**src/rtl/piso_pkg.sv**
```systemverilog
// Shared types and helpers for the parallel-in/serial-out serializer.
package piso_pkg;

    localparam int unsigned MAX_DATA_W = 32;

    typedef enum logic [1:0] {
        ST_IDLE   = 2'd0,
        ST_DATA   = 2'd1,
        ST_PARITY = 2'd2
    } state_t;

    // Number of serial bits per frame: data bits plus optional parity bit.
    function automatic int unsigned frame_len(input int unsigned data_w,
                                              input int unsigned parity_en);
        return data_w + ((parity_en != 0) ? 1 : 0);
    endfunction

    // Bit counter width able to hold 0..flen-1.
    function automatic int unsigned cnt_width(input int unsigned flen);
        return (flen < 3) ? 1 : $clog2(flen);
    endfunction

    // Even parity is the XOR of the data; odd parity is its complement.
    function automatic logic parity_bit(input logic [MAX_DATA_W-1:0] data,
                                        input logic                  odd);
        return (^data) ^ odd;
    endfunction

endpackage

```
**src/rtl/piso_serializer.sv**
```systemverilog
// Parallel-in/serial-out serializer with one-word holding register,
// configurable bit order, optional parity and registered frame markers.
module piso_serializer
    import piso_pkg::*;
#(
    parameter int unsigned DATA_W     = 10,
    parameter int unsigned MSB_FIRST  = 1,
    parameter int unsigned PARITY_EN  = 0,
    parameter int unsigned PARITY_ODD = 0
) (
    input  logic              clk,
    input  logic              reset_n,
    input  logic              flush,
    input  logic              in_valid,
    output logic              in_ready,
    input  logic [DATA_W-1:0] in_data,
    output logic              serial_out,
    output logic              serial_valid,
    output logic              frame_start,
    output logic              frame_end,
    output logic              busy
);

    localparam int unsigned FRAME_LEN = frame_len(DATA_W, PARITY_EN);
    localparam int unsigned CNT_W     = cnt_width(FRAME_LEN);

    localparam logic [CNT_W-1:0] LAST_DATA_IDX  = CNT_W'(DATA_W - 1);
    localparam logic [CNT_W-1:0] LAST_FRAME_IDX = CNT_W'(FRAME_LEN - 1);

    state_t              state_q, state_d;
    logic [CNT_W-1:0]    cnt_q, cnt_d;
    logic [DATA_W-1:0]   shift_q, shift_d;
    logic                par_q, par_d;
    logic [DATA_W-1:0]   hold_data_q, hold_data_d;
    logic                hold_full_q, hold_full_d;

    logic                sout_d, sval_d, fs_d, fe_d, busy_d;

    logic                last_bit_c;
    logic                load_c;
    logic                accept_c;
    logic                do_start_c;
    logic                hold_first_c;
    logic                shift_next_c;
    logic [DATA_W-1:0]   hold_shifted_c;
    logic [DATA_W-1:0]   shift_shifted_c;

    // Frame-boundary and handshake decode from registered state.
    always_comb begin
        last_bit_c = ((state_q == ST_DATA) && (cnt_q == LAST_DATA_IDX) && (PARITY_EN == 0))
                   || (state_q == ST_PARITY);
        load_c     = !flush && hold_full_q && ((state_q == ST_IDLE) || last_bit_c);
        in_ready   = !flush && (!hold_full_q || load_c);
        accept_c   = in_valid && in_ready;
    end

    // Bit selection and shift direction for the configured bit order.
    always_comb begin
        if (MSB_FIRST != 0) begin
            hold_first_c    = hold_data_q[DATA_W-1];
            shift_next_c    = shift_q[DATA_W-1];
            hold_shifted_c  = {hold_data_q[DATA_W-2:0], 1'b0};
            shift_shifted_c = {shift_q[DATA_W-2:0], 1'b0};
        end else begin
            hold_first_c    = hold_data_q[0];
            shift_next_c    = shift_q[0];
            hold_shifted_c  = {1'b0, hold_data_q[DATA_W-1:1]};
            shift_shifted_c = {1'b0, shift_q[DATA_W-1:1]};
        end
    end

    // Next-state logic for holding register, engine FSM and serial outputs.
    always_comb begin
        state_d     = state_q;
        cnt_d       = cnt_q;
        shift_d     = shift_q;
        par_d       = par_q;
        hold_data_d = hold_data_q;
        hold_full_d = hold_full_q;
        sout_d      = 1'b0;
        sval_d      = 1'b0;
        fs_d        = 1'b0;
        fe_d        = 1'b0;
        do_start_c  = 1'b0;

        if (flush) begin
            state_d     = ST_IDLE;
            cnt_d       = '0;
            hold_full_d = 1'b0;
        end else begin
            if (accept_c) begin
                hold_full_d = 1'b1;
                hold_data_d = in_data;
            end else if (load_c) begin
                hold_full_d = 1'b0;
            end

            unique case (state_q)
                ST_IDLE: begin
                    do_start_c = load_c;
                end
                ST_DATA: begin
                    if (cnt_q == LAST_DATA_IDX) begin
                        if (PARITY_EN != 0) begin
                            state_d = ST_PARITY;
                            cnt_d   = cnt_q + CNT_W'(1);
                            sout_d  = par_q;
                            sval_d  = 1'b1;
                            fe_d    = 1'b1;
                        end else if (load_c) begin
                            do_start_c = 1'b1;
                        end else begin
                            state_d = ST_IDLE;
                            cnt_d   = '0;
                        end
                    end else begin
                        cnt_d   = cnt_q + CNT_W'(1);
                        shift_d = shift_shifted_c;
                        sout_d  = shift_next_c;
                        sval_d  = 1'b1;
                        fe_d    = ((cnt_q + CNT_W'(1)) == LAST_FRAME_IDX);
                    end
                end
                ST_PARITY: begin
                    if (load_c) begin
                        do_start_c = 1'b1;
                    end else begin
                        state_d = ST_IDLE;
                        cnt_d   = '0;
                    end
                end
                default: begin
                    state_d = ST_IDLE;
                    cnt_d   = '0;
                end
            endcase

            // Start a new frame from the held word with no idle gap.
            if (do_start_c) begin
                state_d = ST_DATA;
                cnt_d   = '0;
                shift_d = hold_shifted_c;
                par_d   = parity_bit(MAX_DATA_W'(hold_data_q), 1'(PARITY_ODD));
                sout_d  = hold_first_c;
                sval_d  = 1'b1;
                fs_d    = 1'b1;
            end
        end

        busy_d = hold_full_d || (state_d != ST_IDLE);
    end

    // State and output registers.
    always_ff @(posedge clk or negedge reset_n) begin
        if (!reset_n) begin
            state_q      <= ST_IDLE;
            cnt_q        <= '0;
            shift_q      <= '0;
            par_q        <= 1'b0;
            hold_data_q  <= '0;
            hold_full_q  <= 1'b0;
            serial_out   <= 1'b0;
            serial_valid <= 1'b0;
            frame_start  <= 1'b0;
            frame_end    <= 1'b0;
            busy         <= 1'b0;
        end else begin
            state_q      <= state_d;
            cnt_q        <= cnt_d;
            shift_q      <= shift_d;
            par_q        <= par_d;
            hold_data_q  <= hold_data_d;
            hold_full_q  <= hold_full_d;
            serial_out   <= sout_d;
            serial_valid <= sval_d;
            frame_start  <= fs_d;
            frame_end    <= fe_d;
            busy         <= busy_d;
        end
    end

endmodule

```
**config.mk**
```make
export PLATFORM = sky130hd
export DESIGN_NAME = piso_serializer
export DESIGN_NICKNAME = d
export VERILOG_FILES = /design/src/rtl/piso_pkg.sv /design/src/rtl/piso_serializer.sv
export SDC_FILE = /design/constraint.sdc
export NUM_CORES = 1
export LEC_CHECK = 0
export BUFFER_PORTS_ARGS = -buffer_cell sky130_fd_sc_hd__buf_4
export CORE_MARGIN = 4
export CORE_UTILIZATION = 40
export DETAILED_ROUTE_END_ITERATION = 8
export SYNTH_ARGS = -nofsm -noshare
export SYNTH_HDL_FRONTEND = slang
export SYNTH_SLANG_ARGS = --single-unit
export TNS_END_PERCENT = 20
```
**constraint.sdc**
```tcl
create_clock -name clk -period 2.5 [get_ports clk]
set_input_delay 0.5 -clock clk [delete_from_list [all_inputs] [get_ports clk]]
set_output_delay 0.5 -clock clk [all_outputs]
set_load 0.01 [all_outputs]
```
==> impl_results.md <==
- Status: complete, no violations
- Unique masters post-synth: 42
- HPWL after DPL: roughly 2300 um
- # IOs: 20
- Syn_nets: around 170
- Maximum number of pins on one net before global-route repair: 32
- Placer Congestion: about 0.90
- Core area: 0.00400 sq mm
- Detailed Routing Iterations Pass 1: 4
- Die Ht: between 70 and 80 um
- Seq/Total Area, Yosys: 0.468
- Worst Path Arrival: between 2 and 3 ns
- Initial core utilization: 0.414
- Required time worst endpoint: 2.69 ns
- Commonest non-fill, non-tap cells in the layout: dfrtp_1 (31), buf_4 (21), inv_1 (15), nor2_1 (13), mux2_2 (11)
- Peak VDD IR: ~0.54 mV
- PortBufs: 19
- Synth top area cells: dfrtp_1 (47%), mux2_2 (7.5%), a221oi_2 (7.2%)
- Synth area leader: dfrtp_1
- Most common cell after layout, fill and taps aside: dfrtp_1
- Die area: 0.00524 sq mm
- Ys async rst share: 1.00
- Clock latency on the worst-skew pair: roughly 0.29 ns
- CP Launch Type: flip-flop
- CP endpoint kind: flip-flop
- Yosys top cell area share: 0.468
- Post-layout min period: ~2.4 ns
- Slew Viols, Final: 0
- Final Hold Fails: 0
- Initial antenna violation count: 0
- Via density: around 5.5
- Max Fclk: 420 MHz
- RR Startpoint: state_q[0]
- CTS tree: built
- First-pass GRT wire length: around 5700 um
- Synth Cell Area: between 0.0015 and 0.002 sq mm
- Std-Cell Rows: 23
- R2R depth: 8
- DR WL/cell: between 10 and 15 um
- Vias: roughly 1,200
- Routed WL: roughly 3200 um
- Max Buffers Root-to-Sink: 2
- Crit share post-route: 0.952
- R2r endpoint: shift_q[5]
- DRC errors left: 0
- Die X: ~72 um
- Power per Cell Area: between 700 and 800 mW/mm^2
- Clk_skew: between 0.006 and 0.007 ns
- Layout Nets: between 150 and 200
- Layout cells sized above 1: 0.324
- Htree depth: 2
- Avg Cell Area, Syn: around 11 sq um
- Cell count after synthesis: 150
- Max cap viols: 0
- Total GRT Usage: 0.141
- Ant diodes: 0
- Post-CTS setup buffers: 0
- Reg clk slew, reported paths: 0.07 ns
- Setup crit start: state_q[0]
- Initial detailed-routing violation count: between 70 and 80
- Synth Register Bits: 31
- Area Overhead vs Synth: 17.1%
- Most used flip-flop cell after synthesis: dfrtp_1
- Critical Path End: shift_q[5]
- Post-CTS Hold Buffers: 0
- # setup viols final: 0
- Vias in the first global route: around 1,300
- Worst Max-Slew Pin Slew: roughly 0.67 ns
- Post_cts resized: 0
- # clock sinks: 31
- Static Leak: between 0.8 and 0.9 nW
- TNS Setup: 0 ns
- Critical path class: reg2reg
- Hold_ws: ~0.13 ns
- Worst min path class: in2async
- CTS root buf: clkbuf_8
- Crit Path Max Fanout: 21
- Slew headroom: 0.551
- Post-synth EDFFs: 0
- CTS Buf Count: 5
- Total gr overflow: 0
- Reg2reg setup slack: 0.12 ns
- RSZ-0062 raised after global routing: true
- Layout Utilization: 0.485
- Antenna-violating nets left: 0
- Synth Warn #: 0
## report_power, final
part           internal [mW]  total (mW)  switching, mW
Combinational          0.135       0.262          0.126
Clock                  0.296       0.496          0.199
Sequential             0.587       0.634         0.0474
Total                   1.02        1.39          0.373
## cell usage after synthesis, types with 2 or more instances
cell type  count
dfrtp_1       31
inv_1         15
nor2_1        13
mux2_2        11
nor3_1        10
a221oi_2       8
ha_1           7
nand2_1        7
a21oi_1        5
nand2b_1       3
nand3_1        3
o21ai_0        3
buf_2          2
buf_6          2
nor2b_1        2
o32ai_1        2
## state kept, by name, summed over array words and instances (netlist names)
name / count
hold_data_q: 10
hold_full_q: 1
frame_start: 1
frame_end: 1
busy: 1
shift_q: 9
cnt_q: 4
serial_out: 1
serial_valid: 1
state_q: 2
## logic make-up after synthesis
group / after synthesis / share of synthesized area
mux: 11 / 0.0747
simple gates: 46 / 0.152
compound gates: 32 / 0.180
flops: 31 / 0.468
buf+inv: 22 / 0.0664
xor+xnor: 1 / 0.00528
fa+ha+maj: 7 / 0.0528
## routing by layer
layer / routed length, um / track usage / up-vias
li1: - / - / 585
met1: 1370 / 0.158 / 602
met2: 1600 / 0.233 / 29
met3: 202 / 0.0499 / 9
met4: 85 / 0.0820 / 0
met5: 0 / 0 / -
## worst max-delay path: stages (launching register included)
cell,delay (ns)
dfrtp_1,0.47
inv_1,0.14
ha_1,0.33
nor2_1,0.12
and2_4,0.18
or3_4,0.38
inv_2,0.33
nor3_1,0.12
a221oi_2,0.21
## area by class of cell
cell class,instances,area [sq um]
Fill cell,375,2060
Sequential cell,31,776
Multi-Input combinational cell,97,772
Timing Repair Buffer,21,158
Clock buffer,5,68.8
Tap cell,50,62.6
Inverter,16,60.1
Clock inverter,3,43.8
## worst min path at each step
stage	startpoint	to	slack, ns
global route	reset_n	serial_valid	0.16
global placement	reset_n	serial_out	0.46
floorplan	reset_n	busy	0.20
finish	reset_n	serial_valid	0.13
detailed placement	reset_n	frame_start	0.46
CTS	reset_n	frame_start	0.14
## metrics by stage
stage / instance area (sq um) / power (mW) / cells / setup WS, ns
after detailed placement: 1830 / 0.907 / 215 / 0.165
final: 1940 / 1.39 / 223 / 0.119
after CTS: 1940 / 1.41 / 223 / 0.131
after floorplan: 1660 / 0.834 / 150 / 0.474
after global placement: 1830 / 0.897 / 215 / 0.250
after global routing: 1940 / 1.47 / 223 / -0.00247
(Power assumes the default switching activity.)
